--- config.mk ---
export PLATFORM = sky130hd
export DESIGN_NAME = mem_arbiter
export DESIGN_NICKNAME = d
export VERILOG_FILES = /design/src/rtl/mem_arb_pkg.sv /design/src/rtl/mem_arb_timer.sv /design/src/rtl/mem_arbiter.sv
export SDC_FILE = /design/constraint.sdc
export NUM_CORES = 1
export LEC_CHECK = 0
export BUFFER_PORTS_ARGS = -buffer_cell sky130_fd_sc_hd__buf_2
export CAP_MARGIN = 15
export CORE_AREA = 2 2 128 93
export CTS_CLUSTER_SIZE = 16
export DETAILED_ROUTE_END_ITERATION = 7
export DIE_AREA = 0 0 130 95
export MAX_ROUTING_LAYER = met4
export PLACE_DENSITY = 0.83
export SLEW_MARGIN = 20
export SYNTH_ARGS = -nofsm -noshare
export SYNTH_HDL_FRONTEND = slang
export SYNTH_SLANG_ARGS = --single-unit
--- constraint.sdc ---
create_clock -name clk_i -period 2.38 [get_ports clk_i]
set_input_delay 0.238 -clock clk_i [delete_from_list [all_inputs] [get_ports clk_i]]
set_output_delay 0.238 -clock clk_i [all_outputs]
set_load 0.05 [all_outputs]
--- src/rtl/mem_arb_pkg.sv ---
`default_nettype none
// ============================================================================
// Module   : mem_arb_pkg
// Brief    : Shared types for the main-memory arbiter (FSM states, requesters).
// Revision : 1.0 - initial release
// ============================================================================
package mem_arb_pkg;

  typedef enum logic [1:0] {
    IDLE   = 2'd0,
    BUSY_I = 2'd1,
    BUSY_D = 2'd2,
    RESP   = 2'd3
  } arb_state_e;

  typedef enum logic {
    REQ_IC = 1'b0,
    REQ_DC = 1'b1
  } requester_e;

  // Counter width able to hold values up to 'limit' (at least one bit).
  function automatic int cnt_width(input int limit);
    return (limit < 2) ? 1 : $clog2(limit + 1);
  endfunction

endpackage
`default_nettype wire

--- src/rtl/mem_arb_timer.sv ---
`default_nettype none
// ============================================================================
// Module   : mem_arb_timer
// Brief    : Access watchdog; expired flags the last allowed BUSY cycle.
// Revision : 1.0 - initial release
// ============================================================================
module mem_arb_timer #(
  parameter int CNT_W = 7
) (
  input  logic             clk,
  input  logic             rst_n,
  input  logic             i_clear,
  input  logic             i_enable,
  input  logic [CNT_W-1:0] i_limit,
  output logic             o_expired
);

  logic [CNT_W-1:0] r_count;

  always_ff @(posedge clk or negedge rst_n) begin
    if (!rst_n) begin
      r_count <= '0;
    end else if (i_clear) begin
      r_count <= '0;
    end else if (i_enable) begin
      r_count <= r_count + CNT_W'(1);
    end
  end

  // A zero limit disables the watchdog entirely.
  assign o_expired = i_enable && (i_limit != '0) && (r_count == i_limit - CNT_W'(1));

endmodule
`default_nettype wire

--- src/rtl/mem_arbiter.sv ---
`default_nettype none
// ============================================================================
// Module   : mem_arbiter
// Brief    : Shares the main-memory port between I-cache refills and D-cache
//            loads/stores. Define ARB_RR_EN for round-robin arbitration,
//            otherwise the D-cache has fixed priority.
// Revision : 1.0 - initial release
// ============================================================================
module mem_arbiter #(
  parameter int WIDTH          = 32,
  parameter int TIMEOUT_CYCLES = 64
) (
  input  logic             clk_i,
  input  logic             rst_ni,
  input  logic             ic_req_i,
  input  logic [WIDTH-1:0] ic_addr_i,
  output logic             ic_done_o,
  output logic [WIDTH-1:0] ic_rdata_o,
  input  logic             dc_req_i,
  input  logic             dc_we_i,
  input  logic [WIDTH-1:0] dc_addr_i,
  input  logic [WIDTH-1:0] dc_wdata_i,
  output logic             dc_done_o,
  output logic [WIDTH-1:0] dc_rdata_o,
  output logic             mem_req_o,
  output logic             mem_we_o,
  output logic [WIDTH-1:0] mem_addr_o,
  output logic [WIDTH-1:0] mem_wdata_o,
  input  logic             mem_ready_i,
  input  logic [WIDTH-1:0] mem_rdata_i,
  output logic             timeout_o,
  output logic             busy_o
);

  import mem_arb_pkg::*;

  localparam int c_CNT_W = cnt_width(TIMEOUT_CYCLES);

  arb_state_e       r_state;
  arb_state_e       w_next_state;
  requester_e       r_owner;
  logic [WIDTH-1:0] r_addr;
  logic [WIDTH-1:0] r_wdata;
  logic [WIDTH-1:0] r_rdata;
  logic             r_we;
  logic             r_timeout;
  logic             w_any_req;
  logic             w_grant_dc;
  logic             w_grant;
  logic             w_busy;
  logic             w_resp;
  logic             w_expired;

  assign w_any_req = ic_req_i | dc_req_i;
  assign w_grant   = (r_state == IDLE) && w_any_req;
  assign w_busy    = (r_state == BUSY_I) || (r_state == BUSY_D);
  assign w_resp    = (r_state == RESP);

`ifdef ARB_RR_EN
  requester_e r_last_grant;

  always_ff @(posedge clk_i or negedge rst_ni) begin
    if (!rst_ni) begin
      r_last_grant <= REQ_IC;
    end else if (w_grant) begin
      r_last_grant <= w_grant_dc ? REQ_DC : REQ_IC;
    end
  end

  // On a tie, the requester that was not served last wins.
  assign w_grant_dc = dc_req_i && (!ic_req_i || (r_last_grant == REQ_IC));
`else
  assign w_grant_dc = dc_req_i;
`endif

  mem_arb_timer #(
    .CNT_W (c_CNT_W)
  ) u_timer (
    .clk       (clk_i),
    .rst_n     (rst_ni),
    .i_clear   (w_grant),
    .i_enable  (w_busy),
    .i_limit   (c_CNT_W'(TIMEOUT_CYCLES)),
    .o_expired (w_expired)
  );

  always_ff @(posedge clk_i or negedge rst_ni) begin
    if (!rst_ni) begin
      r_state <= IDLE;
    end else begin
      r_state <= w_next_state;
    end
  end

  always_comb begin
    w_next_state = r_state;
    case (r_state)
      IDLE:           if (w_any_req) w_next_state = w_grant_dc ? BUSY_D : BUSY_I;
      BUSY_I, BUSY_D: if (mem_ready_i || w_expired) w_next_state = RESP;
      RESP:           w_next_state = IDLE;
      default:        w_next_state = IDLE;
    endcase
  end

  always_ff @(posedge clk_i or negedge rst_ni) begin
    if (!rst_ni) begin
      r_owner   <= REQ_IC;
      r_addr    <= '0;
      r_wdata   <= '0;
      r_rdata   <= '0;
      r_we      <= 1'b0;
      r_timeout <= 1'b0;
    end else if (w_grant) begin
      r_owner <= w_grant_dc ? REQ_DC : REQ_IC;
      r_addr  <= w_grant_dc ? dc_addr_i : ic_addr_i;
      r_we    <= w_grant_dc && dc_we_i;
      r_wdata <= w_grant_dc ? dc_wdata_i : '0;
    end else if (w_busy) begin
      // A ready arriving on the final watchdog cycle still completes normally.
      if (mem_ready_i) begin
        r_rdata   <= r_we ? '0 : mem_rdata_i;
        r_timeout <= 1'b0;
      end else if (w_expired) begin
        r_rdata   <= '0;
        r_timeout <= 1'b1;
      end
    end
  end

  assign mem_req_o   = w_busy;
  assign mem_we_o    = w_busy && r_we;
  assign mem_addr_o  = r_addr;
  assign mem_wdata_o = r_wdata;
  assign ic_done_o   = w_resp && (r_owner == REQ_IC);
  assign dc_done_o   = w_resp && (r_owner == REQ_DC);
  assign ic_rdata_o  = ic_done_o ? r_rdata : '0;
  assign dc_rdata_o  = dc_done_o ? r_rdata : '0;
  assign timeout_o   = w_resp && r_timeout;
  assign busy_o      = (r_state != IDLE);

endmodule
`default_nettype wire

==> reports/qor.txt, run 1 <==
Combinational Power Share: 53.1%
Cell count of the worst reg-to-reg path: 6
Clock power frac: 15.6%
Postcts setup bufs: 0
Critical path capture point type: register
Io pins: 268
P_sw: 5070 uW
Register bit total from synthesis: 108
Initial Util: 42.4%
Area grow syn2layout: 38.0%
# diodes: 0
Syn_nets: 558
Outcome: finished clean
Synth cell types: 29
Tcrit/Tclk final: 92.5%
Total CTS buffers: 9
Most frequent cells in the layout: buf_2, dfrtp_1, a22o_1, nand2_1, and2_1
Sw Ratio: 50.7%
Vias per cell: 5.05
Most common cell after layout, fill and taps aside: buf_2
Fin nets: 813
Netlist Area Pre-Place: 4780 um2
PwrDens: 1520 nW/um2
Max-cap violations: 0
Largest net degree at the start of global routing: 100
Post-route DRC: 0
Die Footprint: 12400 um2
Design area: 6590 um2
Die height: 95 um
DRT iter0 DRCs: 253
Hold path endpoint: mem_wdata_o[15]
DR vias: 4235
Leakage: 0.00380 uW
Port-buffer cells: 267
Yosys warns: 0
Final Setup Violations: 0
Post-route ant nets: 0
Fmax: 0.454 GHz
Min Tclk post-route: 2200 ps
Routed wire length: 13600 um
Placer Congestion: 0.851
Power Internal: 4930 uW
Critical path data required time: 2600 ps
Max stage delay cell, worst path: o31a_1
Final Skew: 10.2 ps
Antenna violations before repair: 0
Avg Cell Area, Syn: 11.4 um2
Total design power: 10000 uW
Clk root buf: clkbuf_16
Worst-Margin Slew: 720 ps
TritonCTS clock tree: built
Max IR drop VDD: 0.000777 V
Arrival time worst endpoint: 2420 ps
Setup crit start kind: register
Cell Area, Placed: 6240 um2
CORE AREA: 11300 um2
Slew HR: 51.9%
Hold WC Path Type: in -> reg
Worst hold path depth: 2
Register share of total power: 31.3%
Vias in the first global route: 4202
Hold Path Origin: dc_wdata_i[15]
R2r startpoint: r_state[1]
Fin. Hold Viols: 0
Worst r2r dst: r_rdata[18]
Post-route insts no fill: 838
Setup TNS: 0 ps
First-pass GRT wire length: 20800 um
Crit-path max FO: 17
Placed insts: 820
Clock tree buffer depth: 2
Post-DP HPWL: 10000 um
Final-report max-slew violation count: 0
Clock slew at reported path FFs: 70 ps
RSZ-0062 raised after global routing: no
Setup CP Type: reg -> reg
Largest stage delay, worst path: 420 ps
GRT Util Overall: 22.3%
GR Overflow Total: 0
Clk sinks: 108
First-pass DRT Iterations: 4
FF-to-FF setup slack: 180 ps
Cell count after synthesis: 421
Worst skew pair latency: 340 ps
Post-synthesis sequential area ratio: 56.5%
Wire per inst: 16.3 um
CP Cell Sequence: inv_1 -> ha_2 -> nand4_1 -> o31a_1 -> nand3b_4 -> a22o_1
Row count: 33
Share of cells above drive strength 1: 43.6%
Die Width: 130 um
Hold WS: 108 ps
H-tree depth: 3
==> metrics by stage <==
stage / util [%] / worst slack, ps
floorplan: - / 135
global placement: 55.4 / 182
detailed placement: 55.4 / 18.4
CTS: 58.3 / 15.2
global route: 58.5 / 58.5
finish: 58.5 / 180
==> sequential cells by signal, indices dropped and copies added (netlist names) <==
signal	flops
r_state	2
mem_wdata_o	32
r_rdata	32
u_timer.r_count	7
r_we	1
mem_addr_o	32
r_timeout	1
r_owner	1
==> per-layer routing <==
metal  up-vias  global-route usage (%)  wire length (um)
met4         0                    5.20               163
met1      2053                    27.6              5850
li1       2010                       -                 -
met3        22                    5.50               723
met5         -                       -                 0
met2       150                    37.1              6910
==> worst max-delay path: cells and delay by family (launching register included) <==
kind	cells	cell delay, ps
adder cells (fa/ha/maj)	1	410
AND/OR/NAND/NOR	2	530
flip-flops	1	380
buffers and inverters	1	70
AO/OA/AOI/OAI	2	690
==> power by group through the flow <==
stage	clock [uW]	sequential (uW)	combinational [uW]
detailed placement	0	3120	5300
finish	1560	3130	5310
global placement	0	3100	5130
global route	1670	3220	5670
CTS	1590	3120	5300
floorplan	0	4720	2360
==> layout make-up <==
type	count	area (um2)
clock inverter	6	75.1
sequential	108	2700
multi-input combinational	275	1920
tap	157	196
clock buffer	10	239
timing repair buffer	276	1430
fill	977	4680
inverter	6	22.5
==> worst max-delay path by stage <==
stage	cells after the start	startpoint	slack (ps)	endpoint
after floorplan	7	r_state[0]	140	r_rdata[10]
after global placement	5	r_state[0]	180	r_rdata[5]
after detailed placement	5	r_state[0]	20	r_rdata[18]
after CTS	6	r_state[0]	20	r_rdata[18]
after global routing	6	r_state[0]	60	r_rdata[18]
final	6	r_state[1]	180	r_rdata[18]
==> timing repair <==
action                                 4_1_cts  5_1_grt
endpoints found under the hold margin       52        0
hold buffers                                 1        0
setup endpoints to repair                   27       33
gates cloned                                 0        1
gates resized for setup                      1        2
==> synthesized netlist by cell type <==
cell,instances,share of area (%)
a21oi_1,3,0.31
xnor2_1,1,0.18
buf_2,11,1.2
o31a_1,1,0.18
a31oi_1,1,0.13
buf_6,3,0.71
o32ai_1,2,0.37
and2_1,35,4.6
nor2b_1,1,0.13
nand3b_4,1,0.42
a22o_1,65,12
clkbuf_1,19,1.5
nand4_1,2,0.26
dfrtp_1,108,57
mux2i_1,33,6.9
ha_1,3,0.79
nor3_1,1,0.10
nand3_1,1,0.10
nand2_1,40,3.1
o21ai_4,1,0.34
nor2_2,1,0.13
o21ai_0,34,3.6
a21boi_1,1,0.16
and3_1,33,4.3
xor2_1,3,0.55
a21o_1,1,0.16
nor2_1,8,0.63
inv_1,6,0.47
or3_1,2,0.26
==> kinds of logic (layout without fill, tap and decap cells) <==
logic type | count (synthesis) | after routing | synth area share [%]
adder cells (fa/ha/maj) | 3 | 3 | 0.785
XOR/XNOR | 4 | 4 | 0.733
multiplexers | 33 | 33 | 6.91
AO/OA/AOI/OAI | 109 | 109 | 17.1
buffers and inverters | 39 | 298 | 3.82
flip-flops | 108 | 108 | 56.5
AND/OR/NAND/NOR | 125 | 126 | 14.1
Note: power is estimated with default switching activity, not from simulation.
==> inputs of run 2 (changes only) <==
CTS_CLUSTER_DIAMETER = 80   (was not set)
PLACE_DENSITY = not set   (was 0.83)
PLACE_DENSITY_LB_ADDON = 0.25   (was not set)
==> reports/qor.txt, run 2 (synthesis gave the netlist of run 1 again) <==
Outcome: finished clean
RSZ-0062 raised after global routing: no
Port-buffer cells: 267
WP depth: 6
Most common cell after layout, fill and taps aside: buf_2
P_sw: 4990 uW
Die Width: 130 um
CORE AREA: 11300 um2
Row count: 33
Tcrit/Tclk final: 91.4%
Slew HR: 60.5%
Post_cts resized: 0
Vias in the first global route: 4139
First-pass GRT wire length: 19900 um
Die height: 95 um
Antenna violations before repair: 1
Crit path max-delay family: compound AO/OA/AOI/OAI gates
Filler cell count: 966
Placer Congestion: 0.789
Grt met2 use: 34.1%
CP Cell Sequence: inv_1 -> ha_1 -> nand4_1 -> o31a_1 -> nand3b_4 -> a22o_1
CP bufs+invs: 1
Max stage delay cell, worst path: nand3b_4
Multi-input logic area: 1900 um2
Final-report max-slew violation count: 0
Clk root buf: clkbuf_16
Clock tree buffer depth: 2
Final Skew: 11.3 ps
Clock power frac: 15.8%
Worst skew pair latency: 350 ps
Max-cap violations: 0
Met3 Use GR: 6.12%
Reg area: 2700 um2
DR vias: 4155
Cell count of the worst reg-to-reg path: 6
Combinational Power Share: 52.8%
Max IR drop VDD: 0.00100 V
Setup crit start kind: register
Final Setup Violations: 0
Io pins: 268
Initial Util: 42.4%
Fmax: 0.460 GHz
H-tree depth: 3
Setup TNS: 0 ps
Critical path capture point type: register
Total CTS buffers: 9
Crit-path max FO: 33
First-pass DRT Iterations: 4
DRT iter0 DRCs: 172
Leakage: 0.00380 uW
Postcts setup bufs: 0
GRT Util Overall: 21.4%
Fin. Hold Viols: 0
Post-route ant nets: 0
Sw Ratio: 50.4%
Largest net degree at the start of global routing: 86
Register share of total power: 31.4%
Clk sinks: 108
Final worst slack: 205 ps
Post-DP HPWL: 9380 um
Power Internal: 4920 uW
Routed wire length: 12800 um
Final core occ: 58.4%
Vias per cell: 4.95
Hold WC Path Type: in -> reg
Share of cells above drive strength 1: 43.5%
Die Footprint: 12400 um2
Post-CTS Hold Buffers: 1
Most frequent cells in the layout: buf_2, dfrtp_1, a22o_1, nand2_1, and2_1
Worst-Margin Slew: 592 ps
Area grow syn2layout: 37.8%
Worst hold path depth: 2
Critical path data required time: 2610 ps
Post-route insts no fill: 840
Arrival time worst endpoint: 2400 ps
Min Tclk post-route: 2170 ps
Placed insts: 822
GR Overflow Total: 0
Met1 usage: 26.3%
TritonCTS clock tree: built
Wire per inst: 15.3 um
PwrDens: 1500 nW/um2
Largest stage delay, worst path: 420 ps
Clock slew at reported path FFs: 80 ps
Dpl ws: 234 ps
Setup CP Type: reg -> reg
Post-route DRC: 0
Busiest layer in global routing: met2
Fin nets: 814
[run 2: path summary, 6_finish.rpt]
| kind | from | endpoint | slack (ps) |
|---|---|---|---|
| hold / removal | dc_wdata_i[29] | mem_wdata_o[29] | 100 |
| hold reg to reg | mem_addr_o[23] | mem_addr_o[23] | 480 |
| setup / recovery | r_state[1] | r_rdata[27] | 210 |
| max in group asynchronous | rst_ni | mem_addr_o[30] | 1420 |
| setup reg to reg | r_state[1] | r_rdata[27] | 210 |
| min in group asynchronous | rst_ni | mem_wdata_o[18] | 400 |
[run 2: worst reg2reg max path, stage by stage, from the launching register on]
cell      delay [ps]
dfrtp_1          380
inv_1             80
ha_1             310
nand4_1          160
o31a_1           390
nand3b_4         420
a22o_1           320
[run 2: layer usage]
| metal | vias to the layer above | wire length [um] |
|---|---|---|
| met2 | 155 | 6150 |
| li1 | 2012 | - |
| met1 | 1964 | 5620 |
| met5 | - | 0 |
| met4 | 0 | 265 |
| met3 | 24 | 791 |
[run 2: area by class of cell]
cell class / instances / share of cell area, %
well taps: 157 / 2.98
flip-flops and latches: 108 / 41.0
inverters: 6 / 0.342
diodes: 1 / 0.0380
multi-input cells: 274 / 28.8
repair buffers: 278 / 22.0
clock buffers: 10 / 3.63
clock inverters: 6 / 1.16
[run 2: per-stage QoR]
stage,power (uW),hold slack [ps],area [um2]
after global placement,8270,257,6260
after floorplan,7090,-57.6,4780
after CTS,10000,83.9,6580
after global routing,10500,80.3,6590
final,9900,96.2,6590
after detailed placement,8400,266,6260
[run 2: power by group through the flow]
stage                     Sequential [uW]  Combinational [uW]  Clock [uW]
after CTS                            3110                5280        1610
after global routing                 3200                5620        1690
after global placement               3110                5150           0
after detailed placement             3120                5280           0
final                                3110                5230        1560
after floorplan                      4720                2360           0
==> inputs of run 3 (changes only) <==
ABC_AREA = 1   (was not set)
CORE_AREA = 2 2 131 95   (was 2 2 128 93)
DIE_AREA = 0 0 133 97   (was 0 0 130 95)
==> reports/qor.txt, run 3 <==
Cell count of the worst reg-to-reg path: 9
Most frequent cells in the layout: buf_2, nand2_1, nor2_1, dfrtp_1, inv_1
Worst r2r dst: r_rdata[18]
Outcome: finished clean
Syn_nets: 847
Clk sinks: 108
First-pass DRT Iterations: 5
Clk root buf: clkbuf_16
Top cells by count, synth: nand2_1, nor2_1, dfrtp_1
Setup TNS: 0 ps
Critical Path Most Common Cell: nand2_1
Final-report max-slew violation count: 0
Clock slew at reported path FFs: 80 ps
Met3 Use GR: 5.50%
Crit-path max FO: 26
Busiest layer in global routing: met2
Largest stage delay, worst path: 420 ps
Worst hold path depth: 3
H-tree depth: 3
Main combinational cell family by area after synthesis: simple AND/OR/NAND/NOR gates
First-pass GRT wire length: 23700 um
Met1 usage: 29.5%
Synth area leaders: dfrtp_1, nand2_1, nor2_1, nand3_1, inv_1
Post-synthesis simple-gate area fraction: 33.0%
Critical path capture point type: register
FF-to-FF setup slack: 390 ps
Post-Synth XOR/XNOR Area: 0%
FFs w/ async S/R, synth: 100%
Routed wire length: 14200 um
Final core occ: 60.8%
Die height: 97 um
Post-route DRC: 0
Placer Congestion: 0.893
Final worst slack: 389 ps
Total CTS buffers: 9
Vias in the first global route: 4984
CORE AREA: 11500 um2
Worst-Margin Slew: 691 ps
Clock tree buffer depth: 2
Fmax: 0.502 GHz
Yosys top cell area share: 51.7%
Post-DP HPWL: 10200 um
GRT Util Overall: 23.1%
Avg Cell Area, Syn: 7.36 um2
Share of cells above drive strength 1: 31.5%
Wire per inst: 12.7 um
Filler cell count: 1092
Slew HR: 53.9%
Io pins: 268
Area grow syn2layout: 34.1%
Post-synth top area cell: dfrtp_1
Leakage: 0.00410 uW
Multiplexer area fraction after synthesis: 0%
Setup CP Type: reg -> reg
Final Skew: 6.72 ps
Cell count after synthesis: 710
Yosys warns: 0
CP Cell Sequence: inv_1 -> ha_1 -> nand2_1 -> nor2_2 -> nand2_1 -> nand2_2 -> buf_4 -> nand3_1 -> nand2_1
Grt met2 use: 37.5%
GR Overflow Total: 0
Min Tclk post-route: 1990 ps
Total design power: 10100 uW
Max IR drop VDD: 0.000810 V
Critical path data required time: 2660 ps
Register bit total from synthesis: 108
PwrDens: 1430 nW/um2
Initial Util: 45.4%
Post-synth EDFFs: 0
Vias per cell: 4.69
Max stage delay cell, worst path: ha_1
Worst skew pair latency: 340 ps
Setup crit start kind: register
RSZ-0062 raised after global routing: no
Fin. Hold Viols: 0
Most common cell after layout, fill and taps aside: buf_2
Die Width: 133 um
# diodes: 0
Synth cell types: 19
Top-count cell post-synth: nand2_1
Hold WC Path Type: in -> reg
R2r startpoint: r_state[0]
TritonCTS clock tree: built
Largest net degree at the start of global routing: 68
Netlist Area Pre-Place: 5230 um2
DR vias: 5253
Post-route ant nets: 0
Design area: 7010 um2
Row count: 33
Die Footprint: 12900 um2
Tcrit/Tclk final: 83.7%
Dpl ws: 268 ps
Cell Area, Placed: 6690 um2
Max-cap violations: 0
Arrival time worst endpoint: 2270 ps
Final Setup Violations: 0
Synth Area in Compound Gates: 5.19%
Hold path endpoint: mem_wdata_o[15]
Synth Flop Type: dfrtp_1
Hold Path Origin: dc_wdata_i[15]
Port-buffer cells: 267
Antenna violations before repair: 0
Adder-cell area share of the yosys netlist: 0.718%
Fin nets: 1096
DRT iter0 DRCs: 344
Post-synthesis sequential area ratio: 51.7%
## run 3: changes by cell type in the layout (fill, tap and decap cells not counted), moves of 33 or more
cell     delta
nand2_1   +180
nor2_1    +126
inv_1      +72
nand3_1    +72
a22o_1     -65
and2_1     -35
and3_1     -33
mux2i_1    -33
## run 3: power by group
| group | internal [uW] | total, uW | switching [uW] |
|---|---|---|---|
| logic | 1240 | 5400 | 4160 |
| clock network | 834 | 1540 | 703 |
| registers | 2670 | 3120 | 449 |
## run 3: routing by layer
| layer | vias to the layer above | part of all wire (%) |
|---|---|---|
| met3 | 17 | 6.1 |
| li1 | 2672 | - |
| met4 | 0 | 1.5 |
| met1 | 2377 | 45 |
| met5 | - | 0 |
| met2 | 187 | 47 |
## run 3: critical path, delay by kind of cell (launching register included)
kind | cells | cell delay, ps
fa+ha+maj | 1 | 420
buf+inv | 2 | 390
flops | 1 | 370
simple gates | 6 | 750
## run 3: how the worst max path moves through the flow
stage	from	endpoint	slack, ps
6_report	r_state[0]	r_rdata[18]	390
5_1_grt	r_state[1]	r_rdata[11]	190
3_5_place_dp	r_state[1]	r_rdata[18]	270
2_1_floorplan	r_state[0]	r_rdata[10]	420
4_1_cts	r_state[0]	r_rdata[21]	260
3_3_place_gp	r_state[0]	r_rdata[13]	370
## run 3: cells by family (layout without fill, tap and decap cells)
family	after synthesis	count (layout)
DFF	108	108
adders and majority gates	3	3
AOI/OAI and AO/OA	44	44
and+or+nand+nor	431	431
buffers and inverters	124	378
## run 3: area by class of cell
cell class                      count  area [um2]  area share [%]
Clock buffer                        9         225            3.21
Clock inverter                      7        82.6            1.18
Sequential cell                   108        2700            38.6
Timing Repair Buffer              281        1460            20.8
Inverter                           81         304            4.34
Multi-Input combinational cell    478        2040            29.1
Tap cell                          157         196            2.80
## run 3: per-stage QoR
| stage | hold WS [ps] | instances |
|---|---|---|
| after CTS | 108 | 1121 |
| after global placement | 274 | 1104 |
| after floorplan | -57.6 | 710 |
| after global routing | 107 | 1121 |
| final | 120 | 1121 |
| after detailed placement | 279 | 1104 |
## run 3: repair_timing
item | in CTS | in global routing
resized for setup | 0 | 1
endpoints found under the setup margin | 0 | 2
setup buffers | 0 | 0
hold endpoints to repair | 42 | 0
hold buffers | 1 | 0
